## config.mk

```make
export PLATFORM = sky130hd
export DESIGN_NAME = pc_fetch_ctrl_rv32i_flat
export DESIGN_NICKNAME = d
export VERILOG_FILES = /design/src/rtl/pc_fetch_ctrl_rv32i_if.sv /design/src/rtl/pc_fetch_ctrl_rv32i.sv /design/src/flat_wrapper.sv
export SDC_FILE = /design/constraint.sdc
export NUM_CORES = 1
export LEC_CHECK = 0
export CAP_MARGIN = 5
export CORE_MARGIN = 2
export CORE_UTILIZATION = 45
export DETAILED_ROUTE_END_ITERATION = 8
export GPL_TIMING_DRIVEN = 0
export PLACE_DENSITY = 0.88
export SETUP_SLACK_MARGIN = 0.2
export SLEW_MARGIN = 15
export SYNTH_ARGS = -nofsm -noshare
export SYNTH_HDL_FRONTEND = slang
export SYNTH_SLANG_ARGS = --single-unit
export TNS_END_PERCENT = 5
```

## constraint.sdc

```tcl
create_clock -name clock -period 4.36 [get_ports clock]
set_input_delay 0.872 -clock clock [delete_from_list [all_inputs] [get_ports clock]]
set_output_delay 0.872 -clock clock [all_outputs]
set_load 0.05 [all_outputs]
```

## src/rtl/pc_fetch_ctrl_rv32i_if.sv

```systemverilog
// Instruction-fetch bus between the PC/fetch controller and instruction memory.
// The controller drives the address and request; memory answers with an ack.
interface pc_fetch_ctrl_rv32i_if;
  logic [31:0] PCold;
  logic        imem_req;
  logic        imem_ack;
  logic        instr_valid;

  modport master (output PCold, output imem_req, output instr_valid, input imem_ack);
  modport slave  (input PCold, input imem_req, input instr_valid, output imem_ack);
endinterface

```

## src/rtl/pc_fetch_ctrl_rv32i.sv

```systemverilog
// RV32I program counter with next-PC selection and req/ack fetch sequencing.
// Optional feature: define MISALIGN_TRAP_EN to redirect misaligned targets to TRAP_VECTOR.
module pc_fetch_ctrl_rv32i #(
  parameter logic [31:0] RESET_VECTOR = 32'h0000_0000
`ifdef MISALIGN_TRAP_EN
  , parameter logic [31:0] TRAP_VECTOR = 32'h0000_0100
`endif
) (
  input  logic        clock,
  input  logic        reset,
  input  logic [31:0] PC_4_inc,
  input  logic [1:0]  pc_src,
  input  logic        br_taken,
  input  logic [31:0] br_target,
  input  logic [31:0] jalr_base,
  input  logic [31:0] jalr_imm,
  input  logic        stall,
  input  logic        halt,
  input  logic        resume,
  pc_fetch_ctrl_rv32i_if.master bus,
  output logic        halted,
  output logic        misalign
);

  typedef enum logic [1:0] {
    ST_BOOT  = 2'd0,
    ST_FETCH = 2'd1,
    ST_HALT  = 2'd2
  } state_t;

  state_t      state, state_d;
  logic [31:0] pc_q, pc_d;
  logic [31:0] jalr_sum;
  logic [31:0] next_pc;
  logic        accept;

  assign jalr_sum = jalr_base + jalr_imm;

  always_comb begin
    unique case (pc_src)
      2'b00:   next_pc = PC_4_inc;
      2'b01:   next_pc = br_taken ? br_target : PC_4_inc;
      2'b10:   next_pc = br_target;
      default: next_pc = {jalr_sum[31:1], 1'b0};
    endcase
  end

  // A fetch completes only when memory acks an unstalled request.
  assign accept = (state == ST_FETCH) && !stall && bus.imem_ack;

  // NOTE: every output of this block gets a default first, so no path leaves a latch.
  always_comb begin
    state_d         = state;
    pc_d            = pc_q;
    bus.imem_req    = 1'b0;
    bus.instr_valid = 1'b0;
    halted          = 1'b0;
    misalign        = 1'b0;

    unique case (state)
      ST_BOOT: state_d = ST_FETCH;

      ST_FETCH: begin
        if (!stall) begin
          bus.imem_req = 1'b1;
          if (accept) begin
            bus.instr_valid = 1'b1;
`ifdef MISALIGN_TRAP_EN
            if (next_pc[1:0] != 2'b00) begin
              pc_d     = TRAP_VECTOR;
              misalign = 1'b1;
            end else begin
              pc_d = next_pc;
            end
`else
            pc_d = next_pc;
`endif
          end
          // Halt takes effect after any fetch completing in the same cycle.
          if (halt) state_d = ST_HALT;
        end
      end

      ST_HALT: begin
        halted = 1'b1;
        if (!stall && resume && !halt) state_d = ST_FETCH;
      end

      default: state_d = ST_BOOT;
    endcase
  end

  // NOTE: sequential state uses non-blocking assignments so all registers update together.
  always_ff @(posedge clock or posedge reset) begin
    if (reset) begin
      state <= ST_BOOT;
      pc_q  <= RESET_VECTOR;
    end else begin
      state <= state_d;
      pc_q  <= pc_d;
    end
  end

  assign bus.PCold = pc_q;

endmodule
```

## src/flat_wrapper.sv

```systemverilog
// flat-port wrapper written by rule: the top's interface ports become plain ports
module pc_fetch_ctrl_rv32i_flat 
#(
  parameter logic [31:0] RESET_VECTOR = 32'h0000_0000

)
  (clock, reset, PC_4_inc, pc_src, br_taken, br_target, jalr_base, jalr_imm, stall, halt, resume, halted, misalign, bus_PCold, bus_imem_req, bus_instr_valid, bus_imem_ack);
  pc_fetch_ctrl_rv32i_if bus_i ();
  input  logic clock;
  input  logic reset;
  input  logic [31:0] PC_4_inc;
  input  logic [1:0] pc_src;
  input  logic br_taken;
  input  logic [31:0] br_target;
  input  logic [31:0] jalr_base;
  input  logic [31:0] jalr_imm;
  input  logic stall;
  input  logic halt;
  input  logic resume;
  output logic halted;
  output logic misalign;
  output wire logic [$bits(bus_i.PCold)-1:0] bus_PCold;
  output wire logic [$bits(bus_i.imem_req)-1:0] bus_imem_req;
  output wire logic [$bits(bus_i.instr_valid)-1:0] bus_instr_valid;
  input wire logic [$bits(bus_i.imem_ack)-1:0] bus_imem_ack;
  assign bus_PCold = bus_i.PCold;
  assign bus_imem_req = bus_i.imem_req;
  assign bus_instr_valid = bus_i.instr_valid;
  assign bus_i.imem_ack = bus_imem_ack;
  pc_fetch_ctrl_rv32i #(.RESET_VECTOR(RESET_VECTOR)) u_core (.clock(clock), .reset(reset), .PC_4_inc(PC_4_inc), .pc_src(pc_src), .br_taken(br_taken), .br_target(br_target), .jalr_base(jalr_base), .jalr_imm(jalr_imm), .stall(stall), .halt(halt), .resume(resume), .bus(bus_i), .halted(halted), .misalign(misalign));
endmodule
```

Word level (Yosys, flattened, before mapping)
Cells that the tools add are included.
- bits in registers: 34
- bits in latches: 0
- RAM bits: 0
- ROM bits: 0
- bits of input ports: 137
- word-level logic and storage cells: 33
- memories: 0
- $add $sub $neg: 1
- $mul: 0
- divide/modulo/power cells: 0
- magnitude comparators: 0
- eq/ne operators: 7
- shift-type cells: 0
- muxes and demuxes: 12
- bitwise operators: 1
- reduce and logical (&&, ||, !) cells: 10
- operators by type and width (kind ; number):
    $pmux 32 s3 ; 1
    $add 32x32->32 ; 1
    $mux 32 ; 1
    $mux 1 ; 6
    $mux 2 ; 3
    $pmux 2 s3 ; 1
    $reduce_and 3->1 ; 2
    $eq 2x1->1 const B ; 2
    $eq 2x2->1 const B ; 2
    $logic_and 1x1->1 ; 4
    $logic_not 2->1 ; 2
    $ne 2x2->1 const B ; 2
    $logic_not 1->1 ; 2
    $ne 2x1->1 const B ; 1
    $not 1->1 ; 1

Depth between registers and ports, before layout
- word-level depth: 6
- gate-level depth with buffers: 10
- mapped depth without buffers: 10

Worst setup path before layout
No wires, ideal clock.
- path type: input port to output port
- start: input port stall
- end: output port bus_instr_valid
- arrival: 2893 ps
- slack: 595 ps
- stages: 4
- cells stage by stage: nor3b_1 > nand2_1 > inv_1 > buf_4
- word-level cells in the longest chain between the ends: 6
- RTL lines (element ; RTL line ; text):
    start, declared ; flat_wrapper.sv:17 ; input logic stall;
    $logic_not 1->1 ; pc_fetch_ctrl_rv32i.sv:49 ; assign accept = (state == ST_FETCH) && !stall && bus.imem_ack;
    $logic_and 1x1->1 (2 in series) ; pc_fetch_ctrl_rv32i.sv:49 ;
    $mux 1 ; pc_fetch_ctrl_rv32i.sv:66 ; if (accept) begin
    $mux 1 * ; pc_fetch_ctrl_rv32i.sv:64 ; if (!stall) begin
    $mux 1 * ; pc_fetch_ctrl_rv32i.sv:60 ; unique case (state)
    end, declared ; flat_wrapper.sv:24 ; output wire logic [$bits(bus_i.instr_valid)-1:0] bus_instr_valid;
Mark *: on every way between the ends. The rest lies on a longest branch, timed or not.

Final worst setup path
Ends and elaborated chain as after synthesis.

==> flow_summary.ini <==
[worst_setup_path]
end_kind = output port
cp-start-kind = primary input
rr_startpoint = u_core.state[1]$_DFFE_PP0P_
r2r-end = u_core.bus.PCold[30]$_DFFE_PP0P_
critPathMaxStageDelay_ns = 0.46
slowest_stage = clkdlybuf4s50_1
required_ns = 3.49
arrival_ns = 2.69
cp_max_fo = 10
path_delay_family = buffers and inverters
cp_cell_sequence = clkdlybuf4s50_1 -> nor3b_1 -> nand2_1 -> inv_1 -> buf_4 -> dlymetal6s2s_1
ff2ff_setup_slack_ns = 2.13
path_buf_inv = 4
critPathKind = primary input to output port
reg2regPathDepth = 8

[grt]
use_met2 = 0.491
grt_pass1_vias = 4269
gr-usage-met1 = 0.352
grtUsageTotal = 0.284
grt.overflow.total = 0
grt_pass1_wl_mm = 19.9
antenna_found_initial = 0
grtUsageMet3 = 0.0361
grt_max_degree = 35
busiest_layer = met2

[status]
status = completed

[hold_path]
min_from = u_core.bus.PCold[1]$_DFFE_PP0P_
hold_class = flop to flop
hold_depth = 2
whs_endpoint = u_core.bus.PCold[1]$_DFFE_PP0P_

[synthesis]
synth-seq-cells = 34
postSynth.asyncResetShare = 1.00
ys_seq_area_frac = 0.234
yosysWarnings = 0
synth-edff-count = 0
synth_cells = 492
synthTopCellsByArea = dfrtp_1 23%, a21oi_1 13%, ha_1 10%
netlist_area_um2 = 3630
syn_nets = 660
synthDistinctLibCells = 55
synth_top_cells_by_count = 91 x a21oi_1, 90 x nand2_1, 42 x o21ai_0
syn_avg_cell_area_um2 = 7.38
synth.most_common_cell = a21oi_1
yosys.area.top_type = dfrtp_1
yosys_most_used_dff = dfrtp_1
synth_top_area_share = 0.234

[floorplanning]
die_y_um = 93.8
num_rows = 32
die_w_um = 93.8
core_area_um2 = 7770
start_util = 0.468
io_pins = 173
die_area_um2 = 8810

[layout]
area_delta_synth_final_pct = 52.9
fin_nets = 838
n_antenna_cell = 0
fin_cells = 772
drive_gt1_frac = 0.0433
fillers = 600

[clock_tree]
cts_resized = 0
cts.sinks = 34
clock_latency_ns = 0.29
htree_levels = 2
root_buffer = clkbuf_8
clockBufferDepth = 2
postCtsSetupBuffers = 0
cts_tree = yes
numCtsBuffers = 5
cts.reportedPaths.clkPinSlew_ns = 0.07
hold_buffers = 0

[timing]
period_needed_ns = 3.56
fin_crit_sh = 0.816
tightest_slew_ns = 0.714
fin_tns_setup_ns = 0
relSlewSlack = 0.524
finalHoldViolations = 0
fin_skew_ns = 0.00608
rsz0062_at_grt = false
setup_viol = 0
drv_slew = 0
max_freq_mhz = 281

[placement]
port_buffers = 171
place.detailed.instances = 765
gp_congestion = 0.879
dpl.hpwl_mm = 10.5

[routing]
routed_wl_mm = 12.7
vias = 4449
drt_iter0_drc = 292
drcViolationCount = 0
drt-pass1-iter-count = 5
viasPerCell = 5.76
wl_per_cell_um = 16.5
postRouteAntennaNets = 0

[run]
maxCapViolCount = 0

[power_and_ir_drop]
p_leak_nw = 2.39
total_power_mw = 2.30
peakVddDrop_uv = 194
p_per_area_nw_per_um2 = 415
==> area by class of cell <==
class / count / area (um2) / area share
inverters: 10 / 37.5 / 0.00676
plain buffers: 29 / 158 / 0.0284
flip-flops and latches: 34 / 851 / 0.153
repair buffers: 171 / 1710 / 0.309
multi-input cells: 419 / 2590 / 0.466
well taps: 102 / 128 / 0.0230
clock buffers: 5 / 68.8 / 0.0124
clock inverters: 2 / 10.0 / 0.00180
==> cell usage in the layout, fill, tap and decap left out, drive strengths merged, types with 6 or more instances in the layout <==
| master | n |
|---|---|
| clkbuf | 22 |
| ha | 30 |
| o21ai | 44 |
| xor2 | 9 |
| buf | 11 |
| dfrtp | 34 |
| clkdlybuf4s50 | 170 |
| a21oi | 92 |
| xnor2 | 16 |
| a21o | 17 |
| o31ai | 6 |
| nand3 | 16 |
| nand4 | 7 |
| nor2 | 22 |
| inv | 10 |
| nand2 | 90 |
| nor2b | 7 |
| nor3 | 8 |
==> worst reg2reg max path: cells and delay by family, from the launching register on <==
family	cells	cell delay [ns]
and+or+nand+nor	4	1.10
AOI/OAI and AO/OA	3	0.46
DFF	1	0.41
buffers and inverters	1	0.15
==> metal layers <==
| layer | up-vias | wire length, um |
|---|---|---|
| met4 | 0 | 462 |
| met5 | - | 0 |
| met3 | 32 | 973 |
| met1 | 2066 | 5160 |
| met2 | 218 | 6110 |
| li1 | 2133 | - |
==> where the power goes <==
| part | leakage [nW] | total (mW) | internal, mW | switching, mW |
|---|---|---|---|---|
| Sequential | 0.422 | 0.545 | 0.461 | 0.0842 |
| Combinational | 1.92 | 1.54 | 0.570 | 0.965 |
| Clock | 0.0438 | 0.223 | 0.107 | 0.116 |
| Total | 2.39 | 2.30 | 1.14 | 1.16 |
==> worst max-delay path by stage <==
stage,start,endpoint,cells after the start,slack [ns]
after floorplan,stall,bus_instr_valid,4,0.59
after global placement,stall,bus_instr_valid,6,0.47
after detailed placement,stall,bus_instr_valid,6,0.45
after CTS,stall,bus_instr_valid,6,0.42
after global routing,stall,bus_instr_valid,6,0.57
final,stall,bus_instr_valid,6,0.80
==> per-stage QoR <==
step	setup slack [ns]	area, um2	hold slack, ns	util
finish	0.801	5550	0.479	0.715
global route	0.571	5550	0.497	0.715
CTS	0.419	5550	0.479	0.715
detailed placement	0.447	5470	0.462	0.704
global placement	0.470	5470	0.462	0.704
floorplan	0.595	3630	0.457	-
==> cell families after synthesis <==
group,share of synthesized area
flops,0.234
other cells,0.00103
compound gates,0.327
buf+inv,0.0537
xor+xnor,0.0603
simple gates,0.201
mux,0.0138
fa+ha+maj,0.109
==> state kept, by name, indices dropped and copies added, names as in the netlist <==
register,count
u_core.state,2
u_core.bus.PCold,32
Note: power is estimated with default switching activity, not from simulation.
